File: config.mk
export PLATFORM = sky130hd
export DESIGN_NAME = ps2_keycode_rx
export DESIGN_NICKNAME = d
export VERILOG_FILES = /design/src/rtl/ps2_pkg.sv /design/src/rtl/ps2_frame_rx.sv /design/src/rtl/ps2_keycode_rx.sv
export SDC_FILE = /design/constraint.sdc
export NUM_CORES = 1
export LEC_CHECK = 0
export ABC_AREA = 1
export BUFFER_PORTS_ARGS = -buffer_cell sky130_fd_sc_hd__buf_4
export CORE_MARGIN = 2
export CORE_UTILIZATION = 44
export DETAILED_ROUTE_END_ITERATION = 8
export GPL_TIMING_DRIVEN = 1
export PLACE_DENSITY = 0.59
export SYNTH_ARGS = -nofsm -noshare
export SYNTH_HDL_FRONTEND = slang
export SYNTH_SLANG_ARGS = --single-unit
File: constraint.sdc
create_clock -name clk -period 4.6 [get_ports clk]
set_input_delay 1.38 -clock clk [delete_from_list [all_inputs] [get_ports clk]]
set_output_delay 1.38 -clock clk [all_outputs]
set_load 0.01 [all_outputs]
File: src/rtl/ps2_pkg.sv
// Shared types and constants for the PS/2 keyboard receiver.
package ps2_pkg;

    typedef enum logic [1:0] {
        ST_IDLE  = 2'd0,
        ST_SHIFT = 2'd1,
        ST_CHECK = 2'd2
    } frame_state_e;

    localparam logic [7:0] PS2_PREFIX_EXT = 8'hE0;
    localparam logic [7:0] PS2_PREFIX_BRK = 8'hF0;

    localparam logic [7:0] KEY_UP    = 8'h75;
    localparam logic [7:0] KEY_DOWN  = 8'h72;
    localparam logic [7:0] KEY_LEFT  = 8'h6B;
    localparam logic [7:0] KEY_RIGHT = 8'h74;

    localparam int unsigned TO_CNT_W  = 17;
    localparam int unsigned BIT_CNT_W = 4;

endpackage

File: src/rtl/ps2_frame_rx.sv
// PS/2 frame receiver: synchronizers, ps2_clk glitch filter, frame FSM and timeout.
// Define PS2_PARITY_CHECK_EN to drop odd-parity failures and flag them on o_parity_bad.
module ps2_frame_rx
    import ps2_pkg::*;
#(
    parameter int unsigned FILTER_LEN  = 8,
    parameter int unsigned TIMEOUT_CYC = 50000
) (
    input  logic       i_clk,
    input  logic       i_rst,
    input  logic       i_ps2_clk,
    input  logic       i_ps2_data,
    output logic [7:0] o_byte,
    output logic       o_byte_valid,
    output logic       o_parity_bad,
    output logic       o_frame_drop
);

    localparam int unsigned FCW = (FILTER_LEN > 1) ? $clog2(FILTER_LEN) : 1;

    logic [1:0]           r_clk_sync;
    logic [1:0]           r_data_sync;
    logic                 r_clk_filt;
    logic [FCW-1:0]       r_filt_cnt;
    frame_state_e         r_state;
    frame_state_e         w_next;
    logic [7:0]           r_shift;
    logic [BIT_CNT_W-1:0] r_bit_cnt;
    logic [TO_CNT_W-1:0]  r_to_cnt;
    logic [7:0]           r_byte;
    logic                 r_byte_valid;
    logic                 r_parity_bad;
    logic                 r_frame_drop;
    logic                 w_fall;
    logic                 w_data;
    logic                 w_last_edge;
    logic                 w_timeout;
`ifdef PS2_PARITY_CHECK_EN
    logic                 r_par_ok;
`endif

    // Sync both lines; accept a ps2_clk level only after FILTER_LEN agreeing samples.
    always_ff @(posedge i_clk) begin
        if (i_rst) begin
            r_clk_sync  <= 2'b11;
            r_data_sync <= 2'b11;
            r_clk_filt  <= 1'b1;
            r_filt_cnt  <= '0;
        end else begin
            r_clk_sync  <= {r_clk_sync[0], i_ps2_clk};
            r_data_sync <= {r_data_sync[0], i_ps2_data};
            if (r_clk_sync[1] == r_clk_filt) begin
                r_filt_cnt <= '0;
            end else if (r_filt_cnt == FCW'(FILTER_LEN - 1)) begin
                r_clk_filt <= r_clk_sync[1];
                r_filt_cnt <= '0;
            end else begin
                r_filt_cnt <= r_filt_cnt + FCW'(1);
            end
        end
    end

    assign w_fall = r_clk_filt && !r_clk_sync[1] && (r_filt_cnt == FCW'(FILTER_LEN - 1));
    assign w_data = r_data_sync[1];

    always_ff @(posedge i_clk) begin
        if (i_rst) r_state <= ST_IDLE;
        else       r_state <= w_next;
    end

    always_comb begin
        w_next      = r_state;
        w_last_edge = 1'b0;
        w_timeout   = 1'b0;
        case (r_state)
            ST_IDLE: begin
                if (w_fall && !w_data) w_next = ST_SHIFT;
            end
            ST_SHIFT: begin
                if (w_fall) begin
                    if (r_bit_cnt == BIT_CNT_W'(10)) begin
                        w_next      = ST_CHECK;
                        w_last_edge = 1'b1;
                    end
                end else if (r_to_cnt >= TO_CNT_W'(TIMEOUT_CYC - 1)) begin
                    w_next    = ST_IDLE;
                    w_timeout = 1'b1;
                end
            end
            ST_CHECK: w_next = ST_IDLE;
            default:  w_next = ST_IDLE;
        endcase
    end

    // Bit 0 is the start bit, 1..8 data LSB first, 9 parity, 10 stop.
    always_ff @(posedge i_clk) begin
        if (i_rst) begin
            r_shift      <= '0;
            r_bit_cnt    <= '0;
            r_to_cnt     <= '0;
            r_byte       <= '0;
            r_byte_valid <= 1'b0;
            r_parity_bad <= 1'b0;
            r_frame_drop <= 1'b0;
`ifdef PS2_PARITY_CHECK_EN
            r_par_ok     <= 1'b0;
`endif
        end else begin
            r_byte_valid <= 1'b0;
            r_parity_bad <= 1'b0;
            r_frame_drop <= 1'b0;
            case (r_state)
                ST_IDLE: begin
                    r_bit_cnt <= BIT_CNT_W'(1);
                    r_to_cnt  <= '0;
                end
                ST_SHIFT: begin
                    if (w_fall) begin
                        r_to_cnt  <= '0;
                        r_bit_cnt <= r_bit_cnt + BIT_CNT_W'(1);
                        if (r_bit_cnt <= BIT_CNT_W'(8)) r_shift <= {w_data, r_shift[7:1]};
`ifdef PS2_PARITY_CHECK_EN
                        if (r_bit_cnt == BIT_CNT_W'(9)) r_par_ok <= ^{r_shift, w_data};
`endif
                        if (w_last_edge) begin
                            r_byte <= r_shift;
                            if (!w_data) begin
                                r_frame_drop <= 1'b1;
                            end
`ifdef PS2_PARITY_CHECK_EN
                            else if (!r_par_ok) begin
                                r_parity_bad <= 1'b1;
                                r_frame_drop <= 1'b1;
                            end
`endif
                            else begin
                                r_byte_valid <= 1'b1;
                            end
                        end
                    end else if (w_timeout) begin
                        r_frame_drop <= 1'b1;
                    end else if (r_to_cnt != {TO_CNT_W{1'b1}}) begin
                        r_to_cnt <= r_to_cnt + TO_CNT_W'(1);
                    end
                end
                default: ;
            endcase
        end
    end

    assign o_byte       = r_byte;
    assign o_byte_valid = r_byte_valid;
    assign o_parity_bad = r_parity_bad;
    assign o_frame_drop = r_frame_drop;

endmodule

File: src/rtl/ps2_keycode_rx.sv
// PS/2 keyboard scan-code decoder: E0/F0 prefix handling and held-key tracking.
// Define PS2_PARITY_CHECK_EN to enable parity checking in the frame receiver.
module ps2_keycode_rx
    import ps2_pkg::*;
#(
    parameter int unsigned FILTER_LEN  = 8,
    parameter int unsigned TIMEOUT_CYC = 50000
) (
    input  logic       clk,
    input  logic       rst,
    input  logic       ps2_clk,
    input  logic       ps2_data,
    output logic [7:0] keycode,
    output logic       key_valid,
    output logic       key_break,
    output logic       key_ext,
    output logic       parity_err
);

    logic [7:0] w_byte;
    logic       w_byte_valid;
    logic       w_parity_bad;
    logic       w_frame_drop;
    logic       r_pend_ext;
    logic       r_pend_brk;
    logic [7:0] r_keycode;
    logic       r_key_valid;
    logic       r_key_break;
    logic       r_key_ext;
    logic       r_parity_err;

    ps2_frame_rx #(
        .FILTER_LEN  (FILTER_LEN),
        .TIMEOUT_CYC (TIMEOUT_CYC)
    ) u_frame_rx (
        .i_clk        (clk),
        .i_rst        (rst),
        .i_ps2_clk    (ps2_clk),
        .i_ps2_data   (ps2_data),
        .o_byte       (w_byte),
        .o_byte_valid (w_byte_valid),
        .o_parity_bad (w_parity_bad),
        .o_frame_drop (w_frame_drop)
    );

    // Prefix bytes only arm flags; any other byte is an event that consumes them.
    always_ff @(posedge clk) begin
        if (rst) begin
            r_pend_ext   <= 1'b0;
            r_pend_brk   <= 1'b0;
            r_keycode    <= 8'h00;
            r_key_valid  <= 1'b0;
            r_key_break  <= 1'b0;
            r_key_ext    <= 1'b0;
            r_parity_err <= 1'b0;
        end else begin
            r_key_valid  <= 1'b0;
            r_key_break  <= 1'b0;
            r_key_ext    <= 1'b0;
            r_parity_err <= w_parity_bad;
            if (w_byte_valid) begin
                if (w_byte == PS2_PREFIX_EXT) begin
                    r_pend_ext <= 1'b1;
                end else if (w_byte == PS2_PREFIX_BRK) begin
                    r_pend_brk <= 1'b1;
                end else begin
                    r_key_valid <= 1'b1;
                    r_key_break <= r_pend_brk;
                    r_key_ext   <= r_pend_ext;
                    r_pend_ext  <= 1'b0;
                    r_pend_brk  <= 1'b0;
                    if (!r_pend_brk)             r_keycode <= w_byte;
                    else if (w_byte == r_keycode) r_keycode <= 8'h00;
                end
            end else if (w_frame_drop) begin
                r_pend_ext <= 1'b0;
                r_pend_brk <= 1'b0;
            end
        end
    end

    assign keycode    = r_keycode;
    assign key_valid  = r_key_valid;
    assign key_break  = r_key_break;
    assign key_ext    = r_key_ext;
    assign parity_err = r_parity_err;

endmodule
==> results.cfg, run 1 <==
[logic_synthesis]
synthArstFlopShare_pct = 0
synth_edf_count = 0
synth_nets = 451
synth_top_family_by_area = simple AND/OR/NAND/NOR gates
synth_compound_area_share_pct = 11.99
avgSynthCellArea_um2 = 7.014
ys_seq_elements = 62
synth_xor_area_share_pct = 0.5689
synthCells = 439
synth_seq_area_share_pct = 40.31
synth_ff_type = dfxtp_1
muxShareOfSynthArea_pct = 0
synth_area_um2 = 3079
synthAdderAreaFrac_pct = 3.251
yosys.area_share.simple_pct = 34.58
yosysUniqueCellTypes = 32
yosysWarnings = 0

[place]
dp_hpwl_um = 4519
io_buffers = 14
placedCellCount = 536
gp_congestion = 0.8163

[min_path]
hp-start = u_frame_rx.r_clk_sync[0]
hp-class = reg -> reg
min_path_cells = 1

[sta]
slew_headroom_pct = 51.10
setup_tns_ns = 0
drv_slew = 0
tightest_slew_ns = 0.7308
timing.fmax_mhz = 431.2
rsz0062_at_grt = false
clock_skew_ns = 0.008995
hold_viol = 0
setup_viol = 0
min_period_over_period_pct = 50.41
holdWs_ns = 0.4110
period_minus_slack_ns = 2.319

[final_layout]
layout_common_cells = nand2_1 (71), dfxtp_1 (62), nand3_1 (57), nor2_1 (53), inv_1 (52)
final_cells = 552
area_growth_pct = 11.66
utilization_pct = 50.61
final_layout_size_suffix_gt1_share_pct = 12.72
layout_commonest_cell = nand2_1
num_antenna_cells = 0
fillCellCount = 667
fin_nets = 463

[clocking]
clkLatencyLatePin_ns = 0.34
cts_tree = yes
cts_made_buffers = 9
holdBufCountCts = 0
root_buffer = clkbuf_8
htreeDepth = 3
post_cts_resized = 0
cts_setup_buffers = 0
clock_sinks = 62
path_clk_slew_ns = 0.07
cts_max_path_buffers = 2

[global_routing]
grt.met3_usage_pct = 3.959
top_usage_layer = met2
grt_max_degree = 35
grtUsageMet2_pct = 27.69
track_usage_pct = 18.92
grt_use_met1_pct = 27.65
antenna_found_initial = 0
grt_first_pass_wirelength_um = 11500
grt_remaining_overflow = 0
grt_pass1_vias = 2467

[critical_path]
arrival_ns = 2.52
crit_type = reg -> reg
cp-end-kind = register
required_ns = 4.81
crit_start = u_frame_rx.r_filt_cnt[0]
start_kind = register
regToRegStartpoint = u_frame_rx.r_filt_cnt[0]
critPathMaxFanout = 19
worst_r2r_path_depth = 9

[floorplanning]
fp.coreArea_um2 = 6794
fp-row-count = 30
die-height_um = 87.66
die_area_um2 = 7683
boundaryPins = 16
start_util_pct = 45.32
die_x_um = 87.66

[drt]
firstDrtPassIters = 4
routed_wl_um = 6650
wl_per_cell_um = 12.05
num_vias = 2747
viasPerCell = 4.976
antenna_left = 0
drt_iter0_markers = 149
drc = 0

[run]
max_cap_viol_count = 0

[power_and_ir_drop]
cellPowerDensity_nw_per_um2 = 305.0
leakagePower_nw = 1.361
peakVddDrop_uv = 148.9

[run_status]
status = complete, no violations
-- final timing paths --
path	endpoint	slack [ns]
setup reg to reg	u_frame_rx.r_to_cnt[10]	2.28
setup / recovery	u_frame_rx.r_to_cnt[10]	2.28
hold / removal	u_frame_rx.r_clk_sync[1]	0.41
hold reg to reg	u_frame_rx.r_clk_sync[1]	0.41
-- critical path: stages (launching register included) --
cell     delay, ns
dfxtp_1       0.34
ha_1          0.15
ha_1          0.21
nand2_2       0.20
inv_2         0.22
nor2_4        0.10
a21oi_4       0.54
nand2_4       0.25
nand2_1       0.12
a21oi_1       0.06
-- cell type report --
cell class	count	area (µm²)	share of cell area, %
clock buffers	10	137.6	4.003
flip-flops and latches	62	1241	36.10
inverters	56	210.2	6.114
well taps	96	120.1	3.493
repair buffers	14	105.1	3.057
clock inverters	6	68.82	2.001
multi-input cells	308	1555	45.23
-- through the flow --
stage / power [mW] / setup slack, ns / instance area (µm²)
after floorplan: 0.5649 / 2.449 / 3079
after global placement: 0.5687 / 2.068 / 3232
after detailed placement: 0.5691 / 2.023 / 3232
after CTS: 1.059 / 2.298 / 3438
after global routing: 1.092 / 2.097 / 3438
final: 1.049 / 2.281 / 3438
-- layer usage --
layer,routed length [µm],part of all wire [%]
met4,73,1.1
met1,3497,53
met2,2755,41
met5,0,0
met3,323,4.9
-- registers in the layout, summed over array words and instances (netlist names) --
name and flops:
u_frame_rx.r_to_cnt 17, keycode 8, u_frame_rx.o_byte 8, u_frame_rx.r_shift 8
u_frame_rx.r_bit_cnt 4, u_frame_rx.r_filt_cnt 3, u_frame_rx.r_clk_sync 2, u_frame_rx.r_data_sync 2
u_frame_rx.r_state 2, key_break 1, key_ext 1, key_valid 1
r_pend_brk 1, r_pend_ext 1, u_frame_rx.o_byte_valid 1, u_frame_rx.o_frame_drop 1
u_frame_rx.r_clk_filt 1
-- power by group --
part	total [mW]	switching, mW	internal (mW)	leakage [nW]
logic	0.0170	0.0121	0.00495	0.757
clock network	0.492	0.225	0.268	0.103
registers	0.539	0.000654	0.539	0.501
total	1.05	0.238	0.811	1.36
-- cells by family after synthesis --
group           after synthesis
buf+inv                      69
other cells                   1
flops                        62
compound gates               67
simple gates                230
fa+ha+maj                     8
xor+xnor                      2
-- cell usage after synthesis, types with 2 or more instances --
| cell | count | share of area, % |
|---|---|---|
| and3_1 | 2 | 0.41 |
| nor3_1 | 6 | 0.98 |
| buf_6 | 2 | 0.73 |
| nand3_1 | 57 | 9.3 |
| buf_4 | 2 | 0.49 |
| inv_1 | 52 | 6.3 |
| clkbuf_1 | 8 | 0.98 |
| nor2_2 | 5 | 1.0 |
| or2_2 | 12 | 2.4 |
| nor4_1 | 3 | 0.61 |
| nand4_1 | 15 | 3.0 |
| nand2_1 | 71 | 8.7 |
| o21ai_0 | 19 | 3.1 |
| inv_2 | 3 | 0.37 |
| a21oi_1 | 41 | 6.7 |
| nand2_2 | 3 | 0.61 |
| dfxtp_1 | 62 | 40 |
| ha_1 | 8 | 3.3 |
| xor2_1 | 2 | 0.57 |
| nand2_4 | 2 | 0.73 |
| nor2_1 | 53 | 6.5 |
No activity file was read; power rests on OpenSTA's default activity.
==> run 2: changes to the inputs <==
--- a/config.mk
+++ b/config.mk
@@ -11,7 +11,7 @@
 export CORE_UTILIZATION = 44
 export DETAILED_ROUTE_END_ITERATION = 8
 export GPL_TIMING_DRIVEN = 1
-export PLACE_DENSITY = 0.59
+export PLACE_DENSITY = 0.61
 export SYNTH_ARGS = -nofsm -noshare
 export SYNTH_HDL_FRONTEND = slang
 export SYNTH_SLANG_ARGS = --single-unit
==> constraint.sdc (replaced) <==
create_clock -name clk -period 2 [get_ports clk]
set_input_delay 0.6 -clock clk [delete_from_list [all_inputs] [get_ports clk]]
set_output_delay 0.6 -clock clk [all_outputs]
set_load 0.01 [all_outputs]
==> run 2 against run 1 <==
Effect of this change: worst hold slack worse by 0.0025 ns; via count grew 4.4%; global-route usage grew 0.83 points; flip-flop and latch count unchanged; core utilization is 1.7 points higher; sequential power rose by 130%; total power up 130%; critical path type unchanged; largest power group unchanged.
==> results.cfg, run 2 (synthesis gave the netlist of run 1 again) <==
[final_layout]
utilization_pct = 52.27
num_antenna_cells = 0
final_layout_size_suffix_gt1_share_pct = 15.47
layout_commonest_cell = nand2_1
top_register = u_frame_rx.r_to_cnt
area_growth_pct = 15.32
largest_reg_flops = 17
fin_nets = 480
postLayoutCellArea_um2 = 3551
layout_common_cells = nand2_1 (71), dfxtp_1 (62), nand3_1 (57), inv_1 (52), nor2_1 (52)

[global_routing]
track_usage_pct = 19.75
grt_first_pass_wirelength_um = 12010
antenna_found_initial = 0
grt_remaining_overflow = 0
grt_max_degree = 26
grt_pass1_vias = 2631

[place]
placed_area_um2 = 3337
dp_hpwl_um = 4814
io_buffers = 14
gp_congestion = 0.8384

[clocking]
root_buffer = clkbuf_8
clkLatencyLatePin_ns = 0.34
cts_max_path_buffers = 2
path_clk_slew_ns = 0.07
htreeDepth = 3
cts_made_buffers = 9
cts_tree = yes
clock_sinks = 62

[critical_path]
regToRegStartpoint = u_frame_rx.r_to_cnt[0]
cp-end-kind = register
crit_start = u_frame_rx.r_to_cnt[0]
crit_type = reg -> reg
required_ns = 2.27
critPathMaxFanout = 6
start_kind = register
arrival_ns = 2.14

[min_path]
hp-class = reg -> reg
hp-start = u_frame_rx.r_clk_sync[0]

[floorplanning]
boundaryPins = 16
die_x_um = 87.66
fp.coreArea_um2 = 6794
die_area_um2 = 7683
fp-row-count = 30
die-height_um = 87.66
start_util_pct = 45.32

[sta]
timing.fmax_mhz = 532.9
hold_viol = 0
setup_tns_ns = 0
rsz0062_at_grt = true
setup_viol = 0
period_minus_slack_ns = 1.876
drv_slew = 0
clock_skew_ns = 0.008213
min_period_over_period_pct = 93.82

[drt]
num_vias = 2868
routed_wl_um = 6948
antenna_left = 0
wl_per_cell_um = 12.23
viasPerCell = 5.049
drt_iter0_markers = 167
firstDrtPassIters = 4
drc = 0

[power_and_ir_drop]
peakVddDrop_uv = 445.9
leakagePower_nw = 1.437
cellPowerDensity_nw_per_um2 = 670.5

[run]
max_cap_viol_count = 0

[run_status]
status = complete, no violations
## run 2: cell count changes in the layout (fill, tap and decap cells not counted)
cell        change
clkinv_4        -2
clkbuf_1        +2
clkinvlp_4      -1
nor2_1          -1
buf_4          +17
nor2_2          +1
## run 2: metal layers
layer	track usage (%)	vias to the layer above	share of wire, %
met5	0	-	0
met2	29.55	51	43
met1	27.84	1310	52
li1	-	1495	-
met3	5.090	12	4.0
met4	6.434	0	1.5
## run 2: area by class of cell
cell class | count | area (µm²)
inverter | 56 | 210.2
tap | 96 | 120.1
clock inverter | 3 | 43.79
fill | 676 | 3243
multi-input combinational | 308 | 1558
sequential | 62 | 1241
clock buffer | 12 | 145.1
timing repair buffer | 31 | 232.7
## run 2: worst paths after layout
kind | end | slack, ns | cells after the start
setup / recovery | u_frame_rx.r_to_cnt[10] | 0.12 | 10
hold / removal | u_frame_rx.r_clk_sync[1] | 0.41 | 1
setup reg to reg | u_frame_rx.r_to_cnt[10] | 0.12 | 10
hold reg to reg | u_frame_rx.r_clk_sync[1] | 0.41 | 1
## run 2: power by group
part,leakage (nW),switching [mW],internal (mW)
clock,0.0968,0.491,0.606
combinational,0.839,0.0289,0.0141
sequential,0.501,0.00156,1.24
## run 2: worst max-delay path: stages, from the launching register on
cell	delay (ns)
dfxtp_1	0.34
ha_1	0.22
nand2_1	0.12
nor2_2	0.05
nand4_1	0.11
nor2_1	0.06
ha_1	0.22
a21oi_4	0.27
buf_4	0.20
nand3_1	0.07
a21oi_1	0.17
## run 2: metrics by stage
stage	hold slack (ns)	total power [mW]	instances	worst slack, ns
global placement	0.3929	1.312	550	0.06118
detailed placement	0.3934	1.313	550	-0.02663
finish	0.4086	2.381	568	0.1236
floorplan	0.3895	1.299	439	0.1915
global route	0.4258	2.460	568	-0.002459
CTS	0.4094	2.408	568	0.1395
## run 2: what timing repair did
action | in CTS | in global routing
resized for setup | 0 | 1
pin swaps | 1 | 0
hold buffers | 0 | 0
endpoints found under the setup margin | 6 | 5
buffers inserted | 3 | 0
==> run 3: changes to the inputs <==
--- a/config.mk
+++ b/config.mk
@@ -11,7 +11,8 @@
 export CORE_UTILIZATION = 44
 export DETAILED_ROUTE_END_ITERATION = 8
 export GPL_TIMING_DRIVEN = 1
-export PLACE_DENSITY = 0.61
+export PLACE_DENSITY = 0.59
+export SLEW_MARGIN = 10
 export SYNTH_ARGS = -nofsm -noshare
 export SYNTH_HDL_FRONTEND = slang
 export SYNTH_SLANG_ARGS = --single-unit
==> constraint.sdc (replaced) <==
create_clock -name clk -period 1.8 [get_ports clk]
set_input_delay 0.54 -clock clk [delete_from_list [all_inputs] [get_ports clk]]
set_output_delay 0.54 -clock clk [all_outputs]
set_load 0.01 [all_outputs]
==> run 3 against run 2 <==
Effect of this change: non-clock buffer count up 23; sequential power up 11%; combinational power up 17%.
==> results.cfg, run 3 (synthesis gave the netlist of run 1 again) <==
[sta]
drv_slew = 0
setup_viol = 0
period_minus_slack_ns = 1.725
clock_skew_ns = 0.01323
rsz0062_at_grt = true
timing.fmax_mhz = 579.8
setup_tns_ns = 0
hold_viol = 0
min_period_over_period_pct = 95.82

[critical_path]
crit_end = u_frame_rx.r_to_cnt[1]
regToRegStartpoint = u_frame_rx.r_to_cnt[12]
critPathMaxFanout = 6
arrival_ns = 1.92
start_kind = register
r2r_slack_ns = 0.08
crit_start = u_frame_rx.r_to_cnt[12]
cp-end-kind = register
required_ns = 2.00
crit_type = reg -> reg
r2r-end = u_frame_rx.r_to_cnt[1]
worst_r2r_path_depth = 10

[floorplanning]
die_x_um = 87.66
die-height_um = 87.66
start_util_pct = 45.32
boundaryPins = 16
die_area_um2 = 7683
fp-row-count = 30
fp.coreArea_um2 = 6794

[drt]
drt_iter0_markers = 168
firstDrtPassIters = 4
wl_per_cell_um = 12.28
viasPerCell = 5.017
routed_wl_um = 7284
num_vias = 2975
drc = 0
antenna_left = 0

[power_and_ir_drop]
power_frac_comb_pct = 1.8
p_sw_mw = 0.5796
finalPower_mw = 2.794
switching_share_pct = 20.75
seqPwrFrac_pct = 49.3
p_int_mw = 2.214
peakVddDrop_uv = 452.6
cellPowerDensity_nw_per_um2 = 721.9
leakagePower_nw = 1.604
clkPwrFrac_pct = 48.9

[global_routing]
top_usage_layer = met1
grtUsageMet2_pct = 27.82
grt_remaining_overflow = 0
antenna_found_initial = 0
grt_pass1_vias = 2544
track_usage_pct = 19.30
grt_max_degree = 34
grt_use_met1_pct = 28.36
grt.met3_usage_pct = 3.676
grt_first_pass_wirelength_um = 11680

[final_layout]
num_antenna_cells = 0
area_growth_pct = 25.68
final_layout_size_suffix_gt1_share_pct = 22.74
layout_common_cells = nand2_1 (70), dfxtp_1 (59), nor2_1 (53), nand3_1 (53), inv_1 (51)
largest_reg_flops = 17
top_register = u_frame_rx.r_to_cnt
layout_commonest_cell = nand2_1
fin_nets = 504
utilization_pct = 56.96

[min_path]
min_path_cells = 2
hp-class = in -> reg

[clocking]
path_clk_slew_ns = 0.07
root_buffer = clkbuf_8
cts_made_buffers = 9
clkLatencyLatePin_ns = 0.34
cts_max_path_buffers = 2
holdBufCountCts = 0
htreeDepth = 3
clock_sinks = 62
cts_tree = yes

[run]
max_cap_viol_count = 0

[place]
gp_congestion = 0.8377
io_buffers = 14
dp_hpwl_um = 5010

[run_status]
status = complete, no violations
## run 3: repair_timing
action / CTS / global route
endpoints found under the setup margin: 1 / 27
buffers inserted: 1 / 8
pin swaps: 2 / 9
resized for setup: 4 / 20
gates cloned: 0 / 1
## run 3: worst max-delay path, stage by stage (launching register included)
cell and delay [ns]:
dfxtp_1 0.34, inv_1 0.06, nor3_2 0.23, nand4_1 0.13, nor2_1 0.13, ha_2 0.20
a21oi_4 0.07, buf_12 0.15, buf_6 0.13, nand4_1 0.08, a21oi_1 0.07
## run 3: layout make-up
cell class | instances | area, µm²
Clock buffer | 11 | 141.4
Clock inverter | 5 | 81.33
Fill cell | 671 | 2924
Inverter | 56 | 210.2
Multi-Input combinational cell | 309 | 1643
Sequential cell | 62 | 1245
Tap cell | 96 | 120.1
Timing Repair Buffer | 54 | 429.2
## run 3: metal layers
metal | vias up | share of wire [%]
met3 | 2 | 6.1
met5 | - | 0
met2 | 86 | 44
met1 | 1335 | 50
li1 | 1552 | -
met4 | 0 | 0.32
## run 3: worst min path at each step
| stage | startpoint | end |
|---|---|---|
| 2_1_floorplan | u_frame_rx.r_clk_sync[0] | u_frame_rx.r_clk_sync[1] |
| 3_3_place_gp | u_frame_rx.r_data_sync[0] | u_frame_rx.r_data_sync[1] |
| 3_5_place_dp | u_frame_rx.r_clk_sync[0] | u_frame_rx.r_clk_sync[1] |
| 4_1_cts | ps2_data | u_frame_rx.r_data_sync[0] |
| 5_1_grt | ps2_clk | u_frame_rx.r_clk_sync[0] |
| 6_report | ps2_data | u_frame_rx.r_data_sync[0] |
## run 3: stage by stage
| stage | setup slack (ns) | hold slack (ns) | std cells | instance area (µm²) |
|---|---|---|---|---|
| floorplan | 0.006560 | 0.3895 | 439 | 3084 |
| global placement | 0.05928 | 0.3916 | 567 | 3470 |
| detailed placement | 0.008128 | 0.3957 | 567 | 3470 |
| CTS | -0.003362 | 0.3676 | 584 | 3715 |
| global route | -0.03587 | 0.3702 | 593 | 3870 |
| finish | 0.07522 | 0.3829 | 593 | 3870 |
## run 3: power groups by stage
stage | combinational [mW] | clock, mW | sequential (mW)
2_1_floorplan | 0.0337 | 0 | 1.41
3_3_place_gp | 0.0485 | 0 | 1.41
3_5_place_dp | 0.0496 | 0 | 1.41
4_1_cts | 0.0497 | 1.40 | 1.38
5_1_grt | 0.0572 | 1.45 | 1.38
6_report | 0.0501 | 1.36 | 1.38
